<file path="src/rtl/io_reg_pkg.sv">
// Shared frame-format constants, FSM state encodings and the beat mux helper
// for the AP3 IO register cell transmit path.
package io_reg_pkg;

  localparam int DATA_W      = 18;
  localparam int LANES       = 4;
  localparam int FRAME_BEATS = 6;
  localparam int DATA_BEATS  = FRAME_BEATS - 1;

  localparam logic [LANES-1:0] SYNC     = 4'hA;
  localparam logic [LANES-1:0] IDLE_NIB = 4'h0;
  localparam logic [2:0]       LAST_BEAT = 3'(DATA_BEATS - 1);

  typedef logic [1:0] state_t;

  localparam state_t ST_IDLE = 2'd0;
  localparam state_t ST_HDR  = 2'd1;
  localparam state_t ST_DATA = 2'd2;

  // Last data beat carries the two top bits plus even parity over the whole word.
  function automatic logic [LANES-1:0] beat_nib(input logic [DATA_W-1:0] word,
                                                input logic [2:0]        beat);
    case (beat)
      3'd0:    return word[3:0];
      3'd1:    return word[7:4];
      3'd2:    return word[11:8];
      3'd3:    return word[15:12];
      default: return {1'b0, ^word, word[17:16]};
    endcase
  endfunction

endpackage

</file>
<file path="src/rtl/io_oqi_frame_ctrl.sv">
// Frame sequencing for the OQI serializer: state register, beat counter and
// the combinational ready window (IDLE or last data beat).
module io_oqi_frame_ctrl
  import io_reg_pkg::*;
(
  input  logic       IQC,
  input  logic       QRT,
  input  logic       oqi_valid,
  output logic       oqi_ready,
  output logic       xfer,
  output logic       frame_done,
  output state_t     state,
  output state_t     state_nxt,
  output logic [2:0] beat_nxt
);

  logic [2:0] beat;

  assign frame_done = (state == ST_DATA) && (beat == LAST_BEAT);
  assign oqi_ready  = QRT && ((state == ST_IDLE) || frame_done);
  assign xfer       = oqi_valid && oqi_ready;

  always_comb begin
    state_nxt = state;
    beat_nxt  = beat;
    case (state)
      ST_IDLE: begin
        if (xfer) state_nxt = ST_HDR;
      end
      ST_HDR: begin
        state_nxt = ST_DATA;
        beat_nxt  = '0;
      end
      ST_DATA: begin
        if (frame_done) begin
          state_nxt = xfer ? ST_HDR : ST_IDLE;
          beat_nxt  = '0;
        end else begin
          beat_nxt = beat + 3'd1;
        end
      end
      default: begin
        state_nxt = ST_IDLE;
        beat_nxt  = '0;
      end
    endcase
  end

  always_ff @(posedge IQC or negedge QRT) begin
    if (!QRT) begin
      state <= ST_IDLE;
      beat  <= '0;
    end else begin
      state <= state_nxt;
      beat  <= beat_nxt;
    end
  end

endmodule

</file>
<file path="src/rtl/io_oqi_serializer.sv">
// Fabric-to-pad transmit path: 18-bit words become 6-beat frames (SYNC header,
// five data beats) on a 4-lane registered pad bus, with a sent-frame counter.
module io_oqi_serializer
  import io_reg_pkg::*;
(
  input  logic              IQC,
  input  logic              QRT,
  input  logic [DATA_W-1:0] oqi,
  input  logic              oqi_valid,
  output logic              oqi_ready,
  output logic [LANES-1:0]  pad_d,
  output logic              pad_frm,
  output logic [7:0]        iqz_cnt,
  output logic              busy
);

  logic              xfer;
  logic              frame_done;
  state_t            state;
  state_t            state_nxt;
  logic [2:0]        beat_nxt;
  logic [DATA_W-1:0] hold;

  io_oqi_frame_ctrl u_ctrl (
    .IQC        (IQC),
    .QRT        (QRT),
    .oqi_valid  (oqi_valid),
    .oqi_ready  (oqi_ready),
    .xfer       (xfer),
    .frame_done (frame_done),
    .state      (state),
    .state_nxt  (state_nxt),
    .beat_nxt   (beat_nxt)
  );

  assign busy = (state != ST_IDLE);

  // The hold register only loads on a real transfer, so oqi is never sampled otherwise.
  always_ff @(posedge IQC or negedge QRT) begin
    if (!QRT) begin
      hold <= '0;
    end else if (xfer) begin
      hold <= oqi;
    end
  end

  // Pad outputs are registered from the next state so they line up with the FSM.
  always_ff @(posedge IQC or negedge QRT) begin
    if (!QRT) begin
      pad_d   <= IDLE_NIB;
      pad_frm <= 1'b0;
    end else begin
      case (state_nxt)
        ST_HDR: begin
          pad_d   <= SYNC;
          pad_frm <= 1'b1;
        end
        ST_DATA: begin
          pad_d   <= beat_nib(hold, beat_nxt);
          pad_frm <= 1'b1;
        end
        default: begin
          pad_d   <= IDLE_NIB;
          pad_frm <= 1'b0;
        end
      endcase
    end
  end

  always_ff @(posedge IQC or negedge QRT) begin
    if (!QRT) begin
      iqz_cnt <= '0;
    end else if (frame_done) begin
      iqz_cnt <= iqz_cnt + 8'd1;
    end
  end

endmodule

</file>
<file path="config.mk">
export PLATFORM = sky130hd
export DESIGN_NAME = io_oqi_serializer
export DESIGN_NICKNAME = d
export VERILOG_FILES = /design/src/rtl/io_reg_pkg.sv /design/src/rtl/io_oqi_frame_ctrl.sv /design/src/rtl/io_oqi_serializer.sv
export SDC_FILE = /design/constraint.sdc
export NUM_CORES = 1
export LEC_CHECK = 0
export BUFFER_PORTS_ARGS = -buffer_cell sky130_fd_sc_hd__buf_2
export CORE_MARGIN = 2
export CORE_UTILIZATION = 55
export CTS_CLUSTER_SIZE = 12
export DETAILED_ROUTE_END_ITERATION = 7
export PLACE_DENSITY_LB_ADDON = 0.08
export SETUP_SLACK_MARGIN = 0.2
export SYNTH_ARGS = -nofsm -noshare
export SYNTH_HDL_FRONTEND = slang
export SYNTH_SLANG_ARGS = --single-unit
</file>
<file path="constraint.sdc">
create_clock -name IQC -period 2.65 [get_ports IQC]
set_clock_uncertainty 0.1 [all_clocks]
set_input_delay 0 -clock IQC [delete_from_list [all_inputs] [get_ports IQC]]
set_output_delay 0 -clock IQC [all_outputs]
set_load 0.05 [all_outputs]
</file>
==> results.json, run 1 <==
{
  "gr-total-overflow": 0,
  "drcViolationCount": 0,
  "period_minus_slack_ps": 2380,
  "fin_crit_sh": 0.899,
  "critPathMaxStageDelay_ps": 380,
  "ant_nets": 0,
  "postPlaceCellArea_sq_um": 2120,
  "cts.sinks": 36,
  "syn_inst": 162,
  "die_area_sq_um": 3950,
  "ys_types": 42,
  "viasPerCell": 5.26,
  "syn_nets": 188,
  "core.rowCount": 21,
  "p_leak_uw": 0.00112,
  "vias": 1409,
  "post-place-cells": 239,
  "grt.total_usage": 0.203,
  "drtIter0Drc": 49,
  "fp.dieH_um": 62.8,
  "ys_top_cells_by_area": "dfrtp_1 47%, mux2_1 11%, xnor2_1 8.7%",
  "cp_cell_sequence": "inv_1 -> ha_2 -> and2_1 -> nand2b_1 -> mux2_2 -> inv_1 -> ha_1 -> inv_1 -> nand3_1 -> o32ai_2",
  "cts-root-buf": "clkbuf_4",
  "wl_per_cell_um": 13.6,
  "cts_max_level": 2,
  "die_w_um": 62.8,
  "rsz0062_at_grt": "yes",
  "setup-violations-final": 0,
  "tns_ps": 0,
  "finalMaxSlewViolations": 0,
  "antenna_found_initial": 0,
  "hp-class": "primary input to asynchronous set/reset pin",
  "yosys_warnings": 0,
  "final_hold_viol_count": 0,
  "nNetsFinal": 247,
  "powerDensity_nw_per_um2": 1300,
  "synth_edf_count": 0,
  "multi_input_area_sq_um": 952,
  "crit_fanout": 4,
  "layout_common_cells": "35 x dfrtp_1, 35 x buf_2, 20 x dlygate4sd3_1",
  "synth_area_sq_um": 1900,
  "start_kind": "flop",
  "core_sq_um": 3340,
  "regArea_sq_um": 902,
  "first_global_vias": 1391,
  "grt_pass1_wl_um": 6200,
  "yosysSeqAreaShare": 0.473,
  "grt_max_degree": 37,
  "power_uw": 3130,
  "async_flop_share": 1.00,
  "cts_tree": "yes",
  "fillers": 259,
  "cts-buffers-inserted": 5,
  "cp_slowest_cell": "dfrtp_2",
  "dr.pass1.iters": 4,
  "hpwl_um": 2620,
  "ys_ff_latch": 36,
  "worstSetupEndpointType": "flop",
  "n_antenna_cell": 0,
  "syn2layout_area_growth_pct": 26.2,
  "drv_cap": 0,
  "clk_pin_slew_worst_paths_ps": 100,
  "synth_top_area_share": 0.473,
  "fmax_mhz": 420,
  "status": "completed",
  "arrival_ps": 2510,
  "drive_gt1_frac": 0.261,
  "ir_drop_mv": 0.796,
  "crit_type": "flop to flop",
  "synth_top_area_cell": "dfrtp_1",
  "tightest_slew_ps": 524,
  "start_util": 0.570,
  "insertion_delay_ps": 320,
  "routed_wl_um": 3640,
  "clk_path_buf_depth": 2,
  "fin_area_sq_um": 2400,
  "avgSynthCellArea_sq_um": 11.7,
  "gp_routability_congestion": 0.879,
  "portBuffers": 35,
  "fin_cells": 268,
  "synth_ff_type": "dfrtp_1",
  "relSlewSlack": 0.651,
  "pin_count": 36,
  "crit_top_cell": "inv_1",
  "cp.required_ps": 2780
}
==> worst paths after layout <==
path	slack [ps]	startpoint	cells after the start	to
worst max-delay path	270	u_ctrl.beat[0]$_DFF_PN0_	10	pad_d[3]$_DFF_PN0_
worst min-delay path	150	QRT	3	u_ctrl.state[0]$_DFF_PN0_
worst max register to register	270	u_ctrl.beat[0]$_DFF_PN0_	10	pad_d[3]$_DFF_PN0_
worst min register to register	370	iqz_cnt[7]$_DFFE_PN0P_	1	iqz_cnt[7]$_DFFE_PN0P_
max in group asynchronous	1960	QRT	3	u_ctrl.beat[0]$_DFF_PN0_
min in group IQC	320	oqi[4]	3	hold[4]$_DFFE_PN0P_
==> worst max-delay path: cells and delay by family, from the launching register on <==
kind	cells	cell delay (ps)
AND/OR/NAND/NOR	3	470
buffers and inverters	3	270
flip-flops	1	380
AO/OA/AOI/OAI	1	290
multiplexers	1	310
adder cells (fa/ha/maj)	2	470
==> routing by layer <==
layer  vias up  part of all wire  GRT usage
met1       674              0.45      0.244
met4         0             0.013     0.0750
li1        691                 -          -
met2        38              0.50      0.360
met3         6             0.038     0.0396
met5         -                 0          0
==> cell type report <==
cell class                 count  area share
inverter                       8      0.0125
tap                           46      0.0240
timing repair buffer          58       0.166
multi-input combinational    112       0.396
clock inverter                 1     0.00313
sequential                    36       0.376
clock buffer                   7      0.0229
==> state kept, by name, indices dropped and copies added, names as in the netlist <==
signal	cells
hold	18
pad_d	4
u_ctrl.state	2
u_ctrl.beat	3
iqz_cnt	8
pad_frm	1
==> power breakdown <==
| part | total, uW | internal [uW] | switching [uW] |
|---|---|---|---|
| clock network | 299 | 130 | 169 |
| logic | 1830 | 891 | 935 |
| registers | 1000 | 760 | 242 |
==> through the flow <==
stage | hold WS (ps) | utilization | setup slack [ps]
final | 148 | 0.720 | 268
after global routing | 187 | 0.720 | 167
after CTS | 161 | 0.714 | 211
after detailed placement | -18.1 | 0.635 | 252
after global placement | -25.6 | 0.635 | 374
after floorplan | -396 | - | 217
==> logic make-up after synthesis <==
family          share of synthesized area
compound gates                     0.0993
mux                                 0.140
buf+inv                            0.0381
xor+xnor                            0.113
flops                               0.473
fa+ha+maj                          0.0329
simple gates                        0.103
==> synthesized netlist by cell type (2+ instances only) <==
master / instances
a21oi_1: 4
mux2i_1: 3
a221oi_1: 2
mux2_2: 2
nand2b_1: 2
ha_1: 5
buf_2: 4
o211ai_1: 2
xor2_1: 3
and3_1: 4
and2_1: 2
dfrtp_1: 36
nand4_1: 4
xnor2_1: 19
o21ai_0: 3
nand2_1: 5
inv_1: 6
nor2b_1: 4
inv_2: 2
mux2_1: 19
buf_6: 2
nand3_1: 5
or2_1: 2
a211oi_1: 3
nor3b_1: 2
==> what timing repair did <==
action,4_1_cts,5_1_grt
hold endpoints to repair,55,0
resized for setup,0,2
buffers inserted,0,1
setup endpoints to repair,0,3
hold buffers,20,0
Power figures use the tool's default switching activity.
==> inputs of run 2 (changes only) <==
Settings changed: CELL_PAD_IN_SITES_DETAIL_PLACEMENT set to 1, CELL_PAD_IN_SITES_GLOBAL_PLACEMENT set to 1, CORE_UTILIZATION 55 to 43.
==> run 2 against run 1 <==
Die area increased by 26%. Via count increased by 2.8%. Cell count increased by 1.9%. Routed wire length increased by 23%. Largest power group unchanged. Highest routed layer unchanged.
==> results.json, run 2 (synthesized netlist as in run 1, its figures left out) <==
{
  "layout_common_cells": "35 x dfrtp_1, 35 x buf_2, 19 x xnor2_1, 19 x mux2_1, 19 x dlygate4sd3_1",
  "start_kind": "flop",
  "fmax_mhz": 433,
  "cts-buffers-inserted": 5,
  "drive_gt1_frac": 0.267,
  "intPower_uw": 1860,
  "insertion_delay_ps": 290,
  "cts-root-buf": "clkbuf_8",
  "dr.pass1.iters": 4,
  "fp.dieH_um": 70.5,
  "swShare": 0.433,
  "core.rowCount": 24,
  "first_global_vias": 1573,
  "arrival_ps": 2410,
  "post-place-cells": 245,
  "use_met3": 0.0433,
  "wl_per_cell_um": 16.5,
  "p_leak_uw": 0.00114,
  "crit_type": "flop to flop",
  "worstSetupEndpointType": "flop",
  "syn2layout_area_growth_pct": 27.9,
  "cts_max_level": 2,
  "fillers": 470,
  "pwr-share-comb": 0.575,
  "gp_routability_congestion": 0.817,
  "tightest_slew_ps": 564,
  "core_sq_um": 4290,
  "crit_top_cell": "inv_1",
  "drtIter0Drc": 48,
  "start_util": 0.443,
  "grt.met1_usage": 0.235,
  "period_minus_slack_ps": 2310,
  "portBuffers": 35,
  "powerDensity_nw_per_um2": 1350,
  "top_regs": "hold (18), iqz_cnt (8), pad_d (4)",
  "layout_setup_ws_ps": 341,
  "regMostFlops": "hold",
  "gr-total-overflow": 0,
  "antenna_found_initial": 0,
  "drcViolationCount": 0,
  "viasPerCell": 5.30,
  "crit_fanout": 7,
  "top_usage_layer": "met2",
  "setup-violations-final": 0,
  "routed_wl_um": 4500,
  "cp.required_ps": 2750,
  "grt_pass1_wl_um": 7640,
  "finalMaxSlewViolations": 0,
  "hpwl_um": 3270,
  "power_uw": 3280,
  "post-place-ws_ps": 234,
  "die_area_sq_um": 4970,
  "critPathMaxStageDelay_ps": 420,
  "clk_pin_slew_worst_paths_ps": 70,
  "status": "completed",
  "hp-class": "primary input to flop",
  "cts_tree": "yes",
  "clock_power_share": 0.112,
  "fin_crit_sh": 0.871,
  "grt.total_usage": 0.200,
  "relSlewSlack": 0.624,
  "die_w_um": 70.5,
  "nNetsFinal": 247,
  "largest_reg_flops": 18,
  "final_hold_viol_count": 0,
  "n_antenna_cell": 0,
  "cts.sinks": 36,
  "vias": 1448,
  "p_seq_frac": 0.313,
  "clk_path_buf_depth": 2,
  "rsz0062_at_grt": "no",
  "ant_nets": 0,
  "grt_max_degree": 37,
  "pin_count": 36,
  "cp_slowest_cell": "dfrtp_2",
  "p_sw_uw": 1420,
  "cp_cell_sequence": "inv_1 -> ha_4 -> and2_4 -> nand2b_1 -> mux2_4 -> inv_1 -> ha_1 -> inv_2 -> nand3_1 -> o32ai_2",
  "met2_usage": 0.364,
  "drv_cap": 0,
  "tns_ps": 0,
  "ir_drop_mv": 0.665,
  "fin_cells": 273
}
run 2: worst max-delay path: cells and delay by family (launching register included):
kind / cells / cell delay, ps
buffers and inverters: 3 / 290
flip-flops: 1 / 420
AO/OA/AOI/OAI: 1 / 260
multiplexers: 1 / 290
AND/OR/NAND/NOR: 3 / 410
adder cells (fa/ha/maj): 2 / 460
run 2: metrics by stage:
step	instance area, sq um	hold WS [ps]	util
2_1_floorplan	1910	-396	-
3_3_place_gp	2130	-19.9	0.495
3_5_place_dp	2130	-12.8	0.495
4_1_cts	2390	48.2	0.558
5_1_grt	2430	115	0.567
6_report	2430	80.9	0.567
run 2: repair_timing:
action,in CTS,in global routing
hold buffers,19,0
endpoints found under the setup margin,0,3
setup buffers,0,2
resized for setup,0,5
hold endpoints to repair,54,0
run 2: per-layer routing:
metal	up-vias	wire length (um)
met2	32	2410
met1	721	1870
met3	6	167
met5	-	0
li1	689	-
met4	0	54
run 2: worst paths after layout:
| path | cells after the start | end | startpoint | slack, ps |
|---|---|---|---|---|
| max in group asynchronous | 3 | u_ctrl.beat[0]$_DFF_PN0_ | QRT | 1900 |
| min | 4 | pad_d[1]$_DFF_PN0_ | oqi_valid | 80 |
| max reg2reg | 10 | pad_d[3]$_DFF_PN0_ | u_ctrl.beat[0]$_DFF_PN0_ | 340 |
| max | 10 | pad_d[3]$_DFF_PN0_ | u_ctrl.beat[0]$_DFF_PN0_ | 340 |
| min reg2reg | 1 | iqz_cnt[7]$_DFFE_PN0P_ | iqz_cnt[7]$_DFFE_PN0P_ | 370 |
| min in group asynchronous | 3 | u_ctrl.state[0]$_DFF_PN0_ | QRT | 200 |
run 2: final cells by class:
cell class	count	area, sq um	area share
inverters	8	30.0	0.0123
clock inverters	1	5.00	0.00206
well taps	52	65.1	0.0267
clock buffers	6	72.6	0.0298
repair buffers	58	395	0.162
flip-flops and latches	36	902	0.371
multi-input cells	112	963	0.396
run 2: power by group through the flow:
stage / combinational [uW] / sequential (uW) / clock (uW)
CTS: 1810 / 1030 / 381
global placement: 1710 / 1020 / 0
detailed placement: 1780 / 1040 / 0
floorplan: 1380 / 1040 / 0
global route: 2040 / 1070 / 404
finish: 1890 / 1030 / 368
